--- src/rtl/plot_arbiter.sv ---
// plot_arbiter: shares the 160x120 framebuffer write port between two painters and a clear engine
// Ports: Clck/Reset (sync, active-high); clear_req in, clear_busy/clear_done out;
//        rN_valid/rN_last/rN_x/rN_y/rN_color in, rN_ready out (N = 0 board, 1 overlay);
//        x/y/colour/plot: registered write port toward the VGA adapter.
module plot_arbiter #(
  parameter int SCR_W = 160,
  parameter int SCR_H = 120,
  parameter int X_BITS = 8,
  parameter int Y_BITS = 7,
  parameter int COLOR_BITS = 3,
  parameter logic [COLOR_BITS-1:0] BG_COLOR = 3'b000
) (
  input  logic                  Clck,
  input  logic                  Reset,
  input  logic                  clear_req,
  output logic                  clear_busy,
  output logic                  clear_done,
  input  logic                  r0_valid,
  input  logic                  r0_last,
  input  logic [X_BITS-1:0]     r0_x,
  input  logic [Y_BITS-1:0]     r0_y,
  input  logic [COLOR_BITS-1:0] r0_color,
  output logic                  r0_ready,
  input  logic                  r1_valid,
  input  logic                  r1_last,
  input  logic [X_BITS-1:0]     r1_x,
  input  logic [Y_BITS-1:0]     r1_y,
  input  logic [COLOR_BITS-1:0] r1_color,
  output logic                  r1_ready,
  output logic [X_BITS-1:0]     x,
  output logic [Y_BITS-1:0]     y,
  output logic [COLOR_BITS-1:0] colour,
  output logic                  plot
);
  localparam logic [1:0] S_IDLE = 2'd0, S_CLEAR = 2'd1, S_G0 = 2'd2, S_G1 = 2'd3;
  logic [1:0]            r_state;
  logic                  r_pend, r_last_served;
  logic [X_BITS-1:0]     r_cx;
  logic [Y_BITS-1:0]     r_cy;
  logic                  w_sel1, w_acc, w_blast, w_in, w_xend, w_cend;
  logic [X_BITS-1:0]     w_bx;
  logic [Y_BITS-1:0]     w_by;
  logic [COLOR_BITS-1:0] w_bc;
  always_comb begin
    r0_ready   = (r_state == S_G0) && r0_valid;
    r1_ready   = (r_state == S_G1) && r1_valid;
    clear_busy = r_state == S_CLEAR;
    w_sel1     = r_state == S_G1;
    w_acc      = r0_ready || r1_ready;
    w_bx       = w_sel1 ? r1_x : r0_x;
    w_by       = w_sel1 ? r1_y : r0_y;
    w_bc       = w_sel1 ? r1_color : r0_color;
    w_blast    = w_sel1 ? r1_last : r0_last;
    w_in       = (w_bx < X_BITS'(SCR_W)) && (w_by < Y_BITS'(SCR_H));
    w_xend     = r_cx == X_BITS'(SCR_W - 1);
    w_cend     = w_xend && (r_cy == Y_BITS'(SCR_H - 1));
  end
  always_ff @(posedge Clck) begin
    if (Reset) begin
      r_state       <= S_IDLE;
      r_pend        <= 1'b0;
      r_last_served <= 1'b1;
      r_cx          <= '0;
      r_cy          <= '0;
      x             <= '0;
      y             <= '0;
      colour        <= '0;
      plot          <= 1'b0;
      clear_done    <= 1'b0;
    end else begin
      plot       <= 1'b0;
      clear_done <= 1'b0;
      r_pend     <= r_pend || clear_req;
      case (r_state)
        S_IDLE: begin
          if (r_pend) begin
            r_state <= S_CLEAR;
            r_pend  <= 1'b0;
            r_cx    <= '0;
            r_cy    <= '0;
          end else if (r0_valid && (!r1_valid || r_last_served)) r_state <= S_G0;
          else if (r1_valid) r_state <= S_G1;
        end
        S_CLEAR: begin
          // requests arriving mid-sweep are absorbed into the running sweep
          r_pend <= 1'b0;
          x      <= r_cx;
          y      <= r_cy;
          colour <= BG_COLOR;
          plot   <= 1'b1;
          r_cx   <= w_xend ? '0 : r_cx + X_BITS'(1);
          r_cy   <= w_xend ? r_cy + Y_BITS'(1) : r_cy;
          if (w_cend) begin
            r_state    <= S_IDLE;
            clear_done <= 1'b1;
          end
        end
        default: begin
          if (w_acc) begin
            // off-screen beats are consumed but never reach the framebuffer
            plot <= w_in;
            if (w_in) begin
              x      <= w_bx;
              y      <= w_by;
              colour <= w_bc;
            end
            if (w_blast) begin
              r_last_served <= w_sel1;
              r_state       <= S_IDLE;
            end
          end
        end
      endcase
    end
  end
endmodule

--- config.mk ---
export PLATFORM = sky130hd
export DESIGN_NAME = plot_arbiter
export DESIGN_NICKNAME = d
export VERILOG_FILES = /design/src/rtl/plot_arbiter.sv
export SDC_FILE = /design/constraint.sdc
export NUM_CORES = 1
export LEC_CHECK = 0
export ABC_AREA = 1
export BUFFER_PORTS_ARGS = -buffer_cell sky130_fd_sc_hd__buf_2
export CAP_MARGIN = 15
export CORE_MARGIN = 1.5
export CORE_UTILIZATION = 35
export CTS_CLUSTER_DIAMETER = 100
export DETAILED_ROUTE_END_ITERATION = 8
export GPL_ROUTABILITY_DRIVEN = 0
export GPL_TIMING_DRIVEN = 0
export REMOVE_ABC_BUFFERS = 1
export SYNTH_ARGS = -nofsm -noshare
export SYNTH_HDL_FRONTEND = slang
export SYNTH_SLANG_ARGS = --single-unit
--- constraint.sdc ---
create_clock -name Clck -period 1.8 [get_ports Clck]
set_input_delay 0.18 -clock Clck [delete_from_list [all_inputs] [get_ports Clck]]
set_output_delay 0.18 -clock Clck [all_outputs]
set_load 0.005 [all_outputs]
# == Word-level counts from Yosys, hierarchy flattened ==
# Cells that the tools add are included.
# op_classes
add_sub_neg,2
magnitude_cmp,2
n_eq_ne,9
muxes,31
bitwise_logic,3
reduce_logical,22
# op_table
operator,n
two-way mux 8 bit,5
two-way mux 7 bit,5
one-hot mux 8 bit (2 select lines),2
one-hot mux 7 bit (2 select lines),2
two-way mux 2 bit,6
two-way mux 3 bit,3
AND reduction 3 bit,3
"adder 8 x 1 -> 8 bit, second input constant",1
"== test 8 bit, second input constant",1
"less-than comparator 8 bit, second input constant",1
"adder 7 x 1 -> 7 bit, second input constant",1
"== test 7 bit, second input constant",1
"less-than comparator 7 bit, second input constant",1
one-hot mux 3 bit (2 select lines),1
nonzero test 2 bit,3
nonzero test 3 bit,2
logical AND 1 bit,5
"== test 2 bit, second input constant",2
two-way mux 1 bit,4
"!= test 2 x 1 -> 1 bit, second input constant",2
"!= test 4 bit, second input constant",1
one-hot mux 1 bit (2 select lines),2
one-hot mux 2 bit (2 select lines),1
AND reduction 4 bit,1
other kinds (8),13
# totals
reg_bits,39
inputBits,43
out_inout_bits,23
word_cells,79

# == Longest topological paths before layout ==
# depth
depth_word,7
depth_mapped,12
ltp_nobuf,11

# == Least setup slack after synthesis ==
# No wires, ideal clock.
# synth_timing
kind,register to register
start,register r_state[0]
end,register colour[1]
setup_ns,0.115
t_arrival_ns,1.303
required_time_ns,1.685
slack_ns,0.382
path_stages_with_launch,13
n_path_buf,3
synth_period_minus_slack_ns,1.418
path_cell_list,dfxtp_1 > buf_6 > nand2_4 > buf_6 > nand2_1 > nand2_1 > nor2_1 > nand2_1 > nand3_4 > buf_6 > nand3_1 > nand2_1 > nor2_1
# synth_between
elab_chain_len,6
elab_cells_between_ends,20
classes_between,2 x order compare; 3 x eq/ne; 6 x mux; 1 x bitwise; 8 x reduce/logical
# synth_lines
element,line_no,source
"start, declared",36,logic [1:0] r_state;
"start signal, assigned",60,r_state <= S_IDLE;
"start signal, assigned",77,r_state <= S_CLEAR;
"start signal, assigned",81,end else if (r0_valid && (!r1_valid || r_last_served)) r_state <= S_G0;
== test 2 bit,"46, 48",
two-way mux 8 bit / two-way mux 7 bit (equally long branches),"50, 51",
less-than comparator 8 bit / less-than comparator 7 bit (equally long branches),54,w_in = (w_bx < X_BITS'(SCR_W)) && (w_by < Y_BITS'(SCR_H));
logical AND 1 bit,54,
nonzero test 2 bit (no source line),n/a,
AND reduction 3 bit (no source line),n/a,
"end signal, assigned",105,colour <= w_bc;
"end, declared",32,"output logic [COLOR_BITS-1:0] colour,"
# Several ways; a longest one is shown, not always the timed one. The select of a mux whose other input is x is not followed.
# A chain may end at the register's enable or synchronous reset.

# == Worst setup path in the final report ==
# layout_timing
start,register r_state[1]
end,register y[3]
# layout_between
elab_chain_len,6
elab_cells_between_ends,19
classes_between,2 x order compare; 3 x eq/ne; 5 x mux; 1 x bitwise; 8 x reduce/logical
# layout_lines
element,line_no,source
== test 2 bit,"46, 48",
two-way mux 8 bit / two-way mux 7 bit (equally long branches),"50, 51",
less-than comparator 8 bit / less-than comparator 7 bit (equally long branches),54,
logical AND 1 bit,54,
nonzero test 2 bit (no source line),n/a,
AND reduction 3 bit (no source line),n/a,
"end signal, assigned",88,y <= r_cy;
"end signal, assigned",104,y <= w_by;
"end, declared",31,"output logic [Y_BITS-1:0] y,"
# Several ways; a longest one is shown, not always the timed one. The select of a mux whose other input is x is not followed.

==> results.cfg <==
[cells_and_area]
post-route-util_pct = 47.0
final_cell_area_um2 = 3000
drive_above_1_share_pct = 25.0
synthToLayoutAreaGrowth_pct = 28.9
nets = 500
fillers = 693
final_cell_mix = nand2_1 (96), buf_2 (65), inv_1 (53)
layout_commonest_cell = nand2_1
final_cells = 533
antenna_cells = 0

[critical_path]
cp.required_ns = 1.99
startpoint_type = register
path_class = reg2reg
path_max_fanout = 12
regToRegSetupSlack_ns = 0.05
worstPathArrival_ns = 1.94
cp-end-kind = register

[sta]
post-route-period-util_pct = 97.5
setup_viol = 0
drv_slew = 0
period_needed_ns = 1.75
timing.final.hold_violations = 0
final.setup_skew_ns = 0.00695
slew_headroom_pct = 62.9
fmax_ghz = 0.570
worst_pin_slew_ns = 0.555
rsz0062_at_grt = yes

[floorplanning]
rows = 29
io_pins = 66
initial_core_util_pct = 36.5
core-area_um2 = 6390
die_w_um = 84.6
die-area_um2 = 7150
die_height_um = 84.6

[place]
portBuffers = 65
hpwl_um = 4220
placed_area_um2 = 2640
dp.cells = 500

[clock_tree]
clkSlewWorstSetupHoldPaths_ns = 0.08
clock_path_buffers = 2
cts_tree = yes
cts-buffers-inserted = 5
cts.sinks = 39
ctsRootBufferMaster = clkbuf_8
htreeDepth = 2
cts_hold_buf = 0
clkLatencyLatePin_ns = 0.29

[global_routing]
grt_max_degree = 29
antenna_found_initial = 0
grt_first_pass_wirelength_um = 11000
grt_pass1_vias = 2318
grt.total_usage_pct = 19.1
grt-ovfl-total = 0

[route]
wl_per_cell_um = 13.3
dr.pass1.iters = 7
drc = 0
totalWireLength_um = 7070
antenna_left = 0
via_count = 2623
viasPerCell = 4.92
drtIter0Drc = 90

[logic_synthesis]
ys_types = 28
yosys_register_bits = 39
syn_avg_cell_area_um2 = 6.20
ys_seq_area_share_pct = 33.5
synth_cells = 376
ys_warn_count = 0
netlist_area_um2 = 2330

[outcome]
outcome = finished clean

[job]
drv_cap = 0

[power]
irDropWorstVdd_v = 0.000562
powerDensity_nw_per_um2 = 1360
p_leak_uw = 0.00151

[worst_hold_path]
hp-class = in2reg
[metrics by stage]
| step | hold WS (ns) | setup WS (ns) | setup TNS [ns] | total power (µW) |
|---|---|---|---|---|
| floorplan | 0.249 | -0.438 | -6.06 | 2420 |
| global placement | 0.414 | -1.18 | -27.88 | 2950 |
| detailed placement | 0.424 | -1.20 | -28.67 | 2980 |
| CTS | 0.112 | 0.0128 | 0 | 3850 |
| global route | 0.166 | -0.0518 | -0.222 | 4430 |
| finish | 0.130 | 0.0451 | 0 | 4080 |
[synth_stat cells]
master / n / area [µm²]
a211oi_1: 1 / 7.51
a21oi_1: 27 / 135
a22o_1: 3 / 26.3
buf_1: 1 / 3.75
buf_2: 5 / 25.0
buf_4: 1 / 7.51
buf_6: 5 / 56.3
clkbuf_1: 6 / 22.5
clkinv_1: 1 / 3.75
dfxtp_1: 39 / 781
ha_1: 2 / 25.0
inv_1: 57 / 214
nand2_1: 99 / 372
nand2_2: 2 / 12.5
nand2_4: 1 / 11.3
nand3_1: 39 / 195
nand3_4: 1 / 17.5
nand4_1: 6 / 37.5
nor2_1: 45 / 169
nor2_4: 1 / 11.3
nor3_1: 5 / 25.0
nor3b_1: 1 / 7.51
o211ai_1: 6 / 45.0
o21ai_0: 18 / 90.1
o21ai_1: 1 / 5.00
o21ai_2: 1 / 8.76
o22ai_1: 1 / 6.26
xor2_1: 1 / 8.76
[kinds of logic after synthesis]
group / after synthesis / synth area share, %
and+or+nand+nor: 200 / 36.8
buffers and inverters: 76 / 14.3
AOI/OAI and AO/OA: 58 / 13.9
DFF: 39 / 33.5
adders and majority gates: 2 / 1.07
xor gates and xnor gates: 1 / 0.376
[cell type report]
class                   count  area, µm²  share of cell area (%)
clock buffers               8        100                    3.33
flip-flops and latches     39        788                    26.2
multi-input cells         266       1310                    43.5
repair buffers             84        468                    15.6
repair inverters            1       7.51                   0.250
well taps                  77       96.3                    3.21
inverters                  58        236                    7.87
[power breakdown]
group          total (µW)  switching [µW]  leakage, µW  internal [µW]
combinational        2090            1260      0.00114            831
sequential           1320             204     0.000320           1120
clock                 662             312    0.0000515            350
[routing by layer]
metal	global-route usage [%]	share of wire [%]	up-vias
met3	3.44	3.9	9
li1	-	-	1358
met2	32.8	48	66
met5	0	0	-
met1	24.8	46	1190
met4	4.40	1.4	0
[critical path, cell delays in order, from the launching register on]
cell and delay, ns:
dfxtp_4 0.44, nand2_4 0.14, o21ai_2 0.42, nand3_2 0.35, a21oi_1 0.23, nor2_1 0.07
[sequential cells by signal, indices dropped and copies added, names as in the netlist]
signal and cells:
r_last_served 1, plot 1, y 7, r_cy 7, r_state 2, r_pend 1
r_cx 8, x 8, clear_done 1, colour 3
[timing repair]
action                                  CTS  global route
endpoints found under the setup margin   39            28
pin swaps                                 2             1
setup buffers                             7            12
gates resized for setup                  11             7
gates cloned                              3             3
[worst paths after layout]
path              startpoint     end  cells past startpoint
hold / removal     clear_req  r_pend                      3
setup reg to reg  r_state[1]    y[3]                      5
setup / recovery  r_state[1]    y[3]                      5
hold reg to reg       r_pend  r_pend                      2
No activity file was read; power rests on OpenSTA's default activity.
